$ cat src/rtl/avalon_bus_mux.sv
// Data-bus interconnect: decodes the upper address bits to one of NUM_DEV devices,
// inserts per-device wait states, honours device wait requests and flags errors/timeouts.
module avalon_bus_mux #(
    parameter int unsigned                   DATA_W      = 16,
    parameter int unsigned                   ADDR_W      = 16,
    parameter int unsigned                   DEV_BITS    = 4,
    parameter int unsigned                   NUM_DEV     = 4,
    parameter int unsigned                   LAT_W       = 4,
    parameter logic [NUM_DEV*LAT_W-1:0]      DEV_LATENCY = 16'h0210,
    parameter int unsigned                   TIMEOUT     = 64
) (
    input  logic                         Clock,
    input  logic                         Resetn,
    input  logic                         ReadData,
    input  logic                         WriteData,
    input  logic [ADDR_W-1:0]            DataAddr,
    input  logic [DATA_W-1:0]            BusIn,
    output logic [DATA_W-1:0]            BusOut,
    output logic                         Waitreq,
    output logic                         BusError,
    output logic [ADDR_W-DEV_BITS-1:0]   DevAddr,
    output logic [DATA_W-1:0]            DevWData,
    output logic [NUM_DEV-1:0]           DevRead,
    output logic [NUM_DEV-1:0]           DevWrite,
    input  logic [NUM_DEV*DATA_W-1:0]    DevRData,
    input  logic [NUM_DEV-1:0]           DevWaitreq
);

    localparam int unsigned TMO_W = $clog2(TIMEOUT + 1);

    typedef enum logic {IDLE, WAIT} state_t;

    state_t               state_q, state_d;
    logic [DEV_BITS-1:0]  dev_q, dev_d;
    logic                 rd_q, rd_d;
    logic [LAT_W-1:0]     cnt_q, cnt_d;
    logic [TMO_W-1:0]     tmo_q, tmo_d;

    logic [DEV_BITS-1:0]  addr_dev, sel_dev;
    logic [DATA_W-1:0]    sel_rdata;
    logic [LAT_W-1:0]     sel_lat, cnt_dec;
    logic                 sel_wait, mapped;
    logic [NUM_DEV-1:0]   sel_onehot;
    logic                 req, idle_err, idle_fast, abort, done, timeout;

    assign addr_dev = DataAddr[ADDR_W-1 -: DEV_BITS];
    assign sel_dev  = (state_q == WAIT) ? dev_q : addr_dev;
    assign DevAddr  = DataAddr[ADDR_W-DEV_BITS-1:0];
    assign DevWData = BusIn;

    // Device lookup; indices beyond NUM_DEV match nothing, which makes them unmapped.
    always_comb begin
        sel_rdata  = '0;
        sel_lat    = '0;
        sel_wait   = 1'b0;
        sel_onehot = '0;
        for (int unsigned i = 0; i < NUM_DEV; i++) begin
            if (sel_dev == DEV_BITS'(i)) begin
                sel_rdata     = DevRData[i*DATA_W +: DATA_W];
                sel_lat       = DEV_LATENCY[i*LAT_W +: LAT_W];
                sel_wait      = DevWaitreq[i];
                sel_onehot[i] = 1'b1;
            end
        end
    end

    assign mapped = |sel_onehot;

    // The decrement is applied within the current WAIT cycle, so the accept cycle counts as one wait state.
    always_comb begin
        cnt_dec   = (cnt_q != '0) ? cnt_q - LAT_W'(1) : '0;
        req       = ReadData | WriteData;
        idle_err  = req & ((ReadData & WriteData) | ~mapped);
        idle_fast = req & ~idle_err & (sel_lat == '0) & ~sel_wait;
        abort     = rd_q ? ~ReadData : ~WriteData;
        done      = ~abort & (cnt_dec == '0) & ~sel_wait;
        timeout   = ~abort & ~done & (tmo_q == TMO_W'(TIMEOUT));
    end

    always_ff @(posedge Clock or negedge Resetn) begin
        if (!Resetn) begin
            state_q <= IDLE;
            dev_q   <= '0;
            rd_q    <= 1'b0;
            cnt_q   <= '0;
            tmo_q   <= '0;
        end else begin
            state_q <= state_d;
            dev_q   <= dev_d;
            rd_q    <= rd_d;
            cnt_q   <= cnt_d;
            tmo_q   <= tmo_d;
        end
    end

    always_comb begin
        state_d = state_q;
        dev_d   = dev_q;
        rd_d    = rd_q;
        cnt_d   = cnt_q;
        tmo_d   = tmo_q;
        case (state_q)
            IDLE: begin
                if (req && !idle_err && !idle_fast) begin
                    state_d = WAIT;
                    dev_d   = addr_dev;
                    rd_d    = ReadData;
                    cnt_d   = sel_lat;
                    tmo_d   = TMO_W'(1);
                end
            end
            WAIT: begin
                cnt_d = cnt_dec;
                tmo_d = tmo_q + TMO_W'(1);
                if (abort || done || timeout) begin
                    state_d = IDLE;
                end
            end
            default: state_d = IDLE;
        endcase
    end

    always_comb begin
        BusOut   = '0;
        Waitreq  = 1'b0;
        BusError = 1'b0;
        DevRead  = '0;
        DevWrite = '0;
        if (Resetn) begin
            case (state_q)
                IDLE: begin
                    BusError = idle_err;
                    if (req && !idle_err) begin
                        DevRead  = ReadData  ? sel_onehot : '0;
                        DevWrite = WriteData ? sel_onehot : '0;
                        Waitreq  = ~idle_fast;
                        if (idle_fast && ReadData) begin
                            BusOut = sel_rdata;
                        end
                    end
                end
                WAIT: begin
                    if (timeout) begin
                        BusError = 1'b1;
                    end else if (!abort) begin
                        DevRead  = rd_q  ? sel_onehot : '0;
                        DevWrite = !rd_q ? sel_onehot : '0;
                        Waitreq  = ~done;
                        if (done && rd_q) begin
                            BusOut = sel_rdata;
                        end
                    end
                end
                default: ;
            endcase
        end
    end

endmodule

$ cat config.mk
export PLATFORM = sky130hd
export DESIGN_NAME = avalon_bus_mux
export DESIGN_NICKNAME = d
export VERILOG_FILES = /design/src/rtl/avalon_bus_mux.sv
export SDC_FILE = /design/constraint.sdc
export NUM_CORES = 1
export LEC_CHECK = 0
export ABC_AREA = 1
export BUFFER_PORTS_ARGS = -buffer_cell sky130_fd_sc_hd__buf_2
export CAP_MARGIN = 5
export CORE_MARGIN = 8
export CORE_UTILIZATION = 37
export CTS_CLUSTER_SIZE = 24
export DETAILED_ROUTE_END_ITERATION = 12
export GPL_TIMING_DRIVEN = 0
export PLACE_DENSITY = 0.86
export SLEW_MARGIN = 20
export SYNTH_ARGS = -nofsm -noshare
export SYNTH_HDL_FRONTEND = slang
export SYNTH_SLANG_ARGS = --single-unit
$ cat constraint.sdc
create_clock -name Clock -period 1.9 [get_ports Clock]
set_input_delay 0.38 -clock Clock [delete_from_list [all_inputs] [get_ports Clock]]
set_output_delay 0.38 -clock Clock [all_outputs]
set_load 0.02 [all_outputs]
==> impl_metrics.yaml <==
clock_tree:
  cts_buffers: 3
  cts_sinks: 17
  clockRootBuffer: "clkbuf_8"
  htree_num_levels: 1
  clk_latency_ps: 250
  clockBufferDepth: 2
  clk_pin_slew_ps: 70
  cts_tree: "built"
floorplan:
  die_h_um: 90.8
  initial_utilization_pct: 38.0
  rows: 27
  ioPinCount: 158
  core_um2: 5440
  die_area_um2: 8240
  die_x_um: 90.8
layout:
  multi_input_area_um2: 1610
  num-fill-cells: 447
  design_area_um2: 3560
  fin_util_pct: 65.5
  drive_gt1_share_pct: 58.1
  areaGrowthSynthToFinish_pct: 72.2
  nNetsFinal: 579
  final_cell_mix: "buf_2, nand2_1, buf_4"
  final_common_cell: "buf_2"
  ff_latch_area_um2: 425
  fin_cells: 545
global_routing:
  grt_pass1_vias: 2703
  grt_usage_pct: 19.1
  grt_pass1_wl_um: 13300
  antenna_found_initial: 0
  grt_max_degree: 18
  grt_overflow_total: 0
yosys:
  synthArstFlopShare_pct: 100
  synth-seq-cells: 17
  yosysWarnings: 0
  synth_compound_area_share_pct: 12.1
  syn_nets: 429
  yosys.area_share.simple_pct: 44.9
  synth_top_family_by_area: "simple AND/OR/NAND/NOR gates"
  syn_area_per_cell_um2: 6.41
  synth_cells: 323
  synth.mux.area_fraction_pct: 0
  synth_xor_area_share_pct: 0.846
  ys_types: 36
  yosys.area_share.adder_pct: 1.21
  synth_ff_type: "dfrtp_1"
  synth_edf_count: 0
  syn_area_um2: 2070
  ys_seq_area_share_pct: 20.6
power:
  p_leak_nw: 1.81
  p_per_area_nw_per_um2: 905
  ir_drop_uv: 663
  finalPower_mw: 3.23
sta:
  setup_viol: 26
  max_freq_ghz: 0.410
  hold_violations: 0
  tightest_slew_ps: 785
  clock_skew_ps: 3.06
  hold_slack_ps: 401
  timing.setup.tns_ps: -12290
  slew_headroom_pct: 47.5
  period_needed_ps: 2440
  finalCritPeriodShare_pct: 128
  maxSlewViolCount: 0
  rsz0062_at_grt: "true"
  fin_ws_ps: -540
hold_path:
  hold_class: "input port to flip-flop"
placed_design:
  pre_cts_slack_ps: -737
  hpwl_um: 6290
  numPortBuffers: 129
  place_congestion: 0.891
  place_area_um2: 2950
  dp_cells: 524
status:
  violations: "setup timing"
  outcome: "finished, violations left"
routing:
  remaining_drc_errors: 0
  dr.first_iter.drc_count: 125
  post_drt_via_cell_ratio: 4.93
  wl_per_cell_um: 15.3
  antenna_left: 0
  routed-via-count: 2686
  dr.pass1.iters: 4
  wl_um: 8350
worst_setup_path:
  cpMaxStageDelayCell: "dfrtp_1"
  worstPathMaxFanout: 5
  start_kind: "flip-flop"
  crit_required_ps: 1520
  crit_path_end_kind: "output port"
  cpMostUsedCell: "buf_6"
  cpPeakStageDelay_ps: 430
  crit_type: "flip-flop to output port"
  crit_buf_inv: 4
  critPathArrivalTime_ps: 2060
  crit_family: "simple AND/OR/NAND/NOR gates"
  crit_chain: "buf_6 > nand2_4 > nand2_8 > nand3_4 > buf_6 > nand2_4 > nor2_4 > nand3_2 > nand2_2 > nand3_4 > clkbuf_16 > nor2_4 > buf_6"
run:
  max_cap_violations: 0
[Yosys cell counts (all sizes together), types with 3 or more instances]
master | n | share of area [%]
nor3 | 3 | 0.73
a21oi | 4 | 1.1
nor2 | 35 | 7.7
clkbuf | 4 | 0.73
buf | 37 | 13
o2111ai | 16 | 6.8
dfrtp | 17 | 21
nand3 | 44 | 12
nand2 | 88 | 18
or2 | 16 | 4.8
o21ai | 10 | 2.8
inv | 34 | 6.2
[what timing repair did]
| action | 4_1_cts | 5_1_grt |
|---|---|---|
| hold buffers | 1 | 0 |
| buffers inserted | 9 | 4 |
| cloned | 1 | 1 |
| endpoints found under the hold margin | 17 | 0 |
| setup endpoints to repair | 26 | 26 |
| gates resized for setup | 86 | 14 |
| pin swaps | 3 | 12 |
[power breakdown]
part	switching, mW	internal [mW]	total [mW]
clock network	0.130	0.146	0.275
logic	1.42	0.968	2.39
registers	0.0975	0.462	0.560
total	1.65	1.58	3.23
[layout make-up]
cell class / count / area share [%]
multi-input cells: 230 / 45.0
repair buffers: 144 / 25.7
flip-flops and latches: 17 / 11.9
plain buffers: 41 / 9.27
inverters: 36 / 4.14
well taps: 72 / 2.53
clock buffers: 3 / 1.16
clock inverters: 1 / 0.140
diodes: 1 / 0.0702
[worst paths after layout]
check                             start    endpoint  slack (ps)  cells past startpoint
setup reg to reg                state_q    tmo_q[0]         120                     12
min in group asynchronous        Resetn    cnt_q[3]         770                      2
setup / recovery                state_q  BusOut[12]        -540                     13
hold reg to reg                dev_q[3]    dev_q[3]         470                      2
max in group asynchronous        Resetn    tmo_q[2]         650                      2
hold / removal             DataAddr[12]    dev_q[0]         400                      3
[routing by layer]
| layer | global-route usage, % | up-vias | wire length [um] |
|---|---|---|---|
| li1 | - | 1321 | - |
| met1 | 20.2 | 1265 | 3250 |
| met2 | 37.5 | 94 | 4520 |
| met3 | 4.24 | 6 | 524 |
| met4 | 3.27 | 0 | 61 |
| met5 | 0 | - | 0 |
[registers in the layout, indices dropped and copies added, names as in the netlist]
signal   cells
state_q      1
tmo_q        7
rd_q         1
cnt_q        4
dev_q        4
[logic make-up after synthesis]
group	after synthesis
buffers and inverters	77
XOR/XNOR	2
flip-flops	17
adder cells (fa/ha/maj)	2
AO/OA/AOI/OAI	34
AND/OR/NAND/NOR	191
[worst reg2reg max path: stages (launching register included)]
cell and delay [ps]:
dfrtp_1 430, buf_6 160, nand2_4 80, nand2_8 80, nand3_4 90, buf_6 110, nand2_4 50, nor2_4 120
nand3_2 130, nand2_2 180, nand2_1 130, nand2_1 80, nand2_1 50
Power figures use the tool's default switching activity.
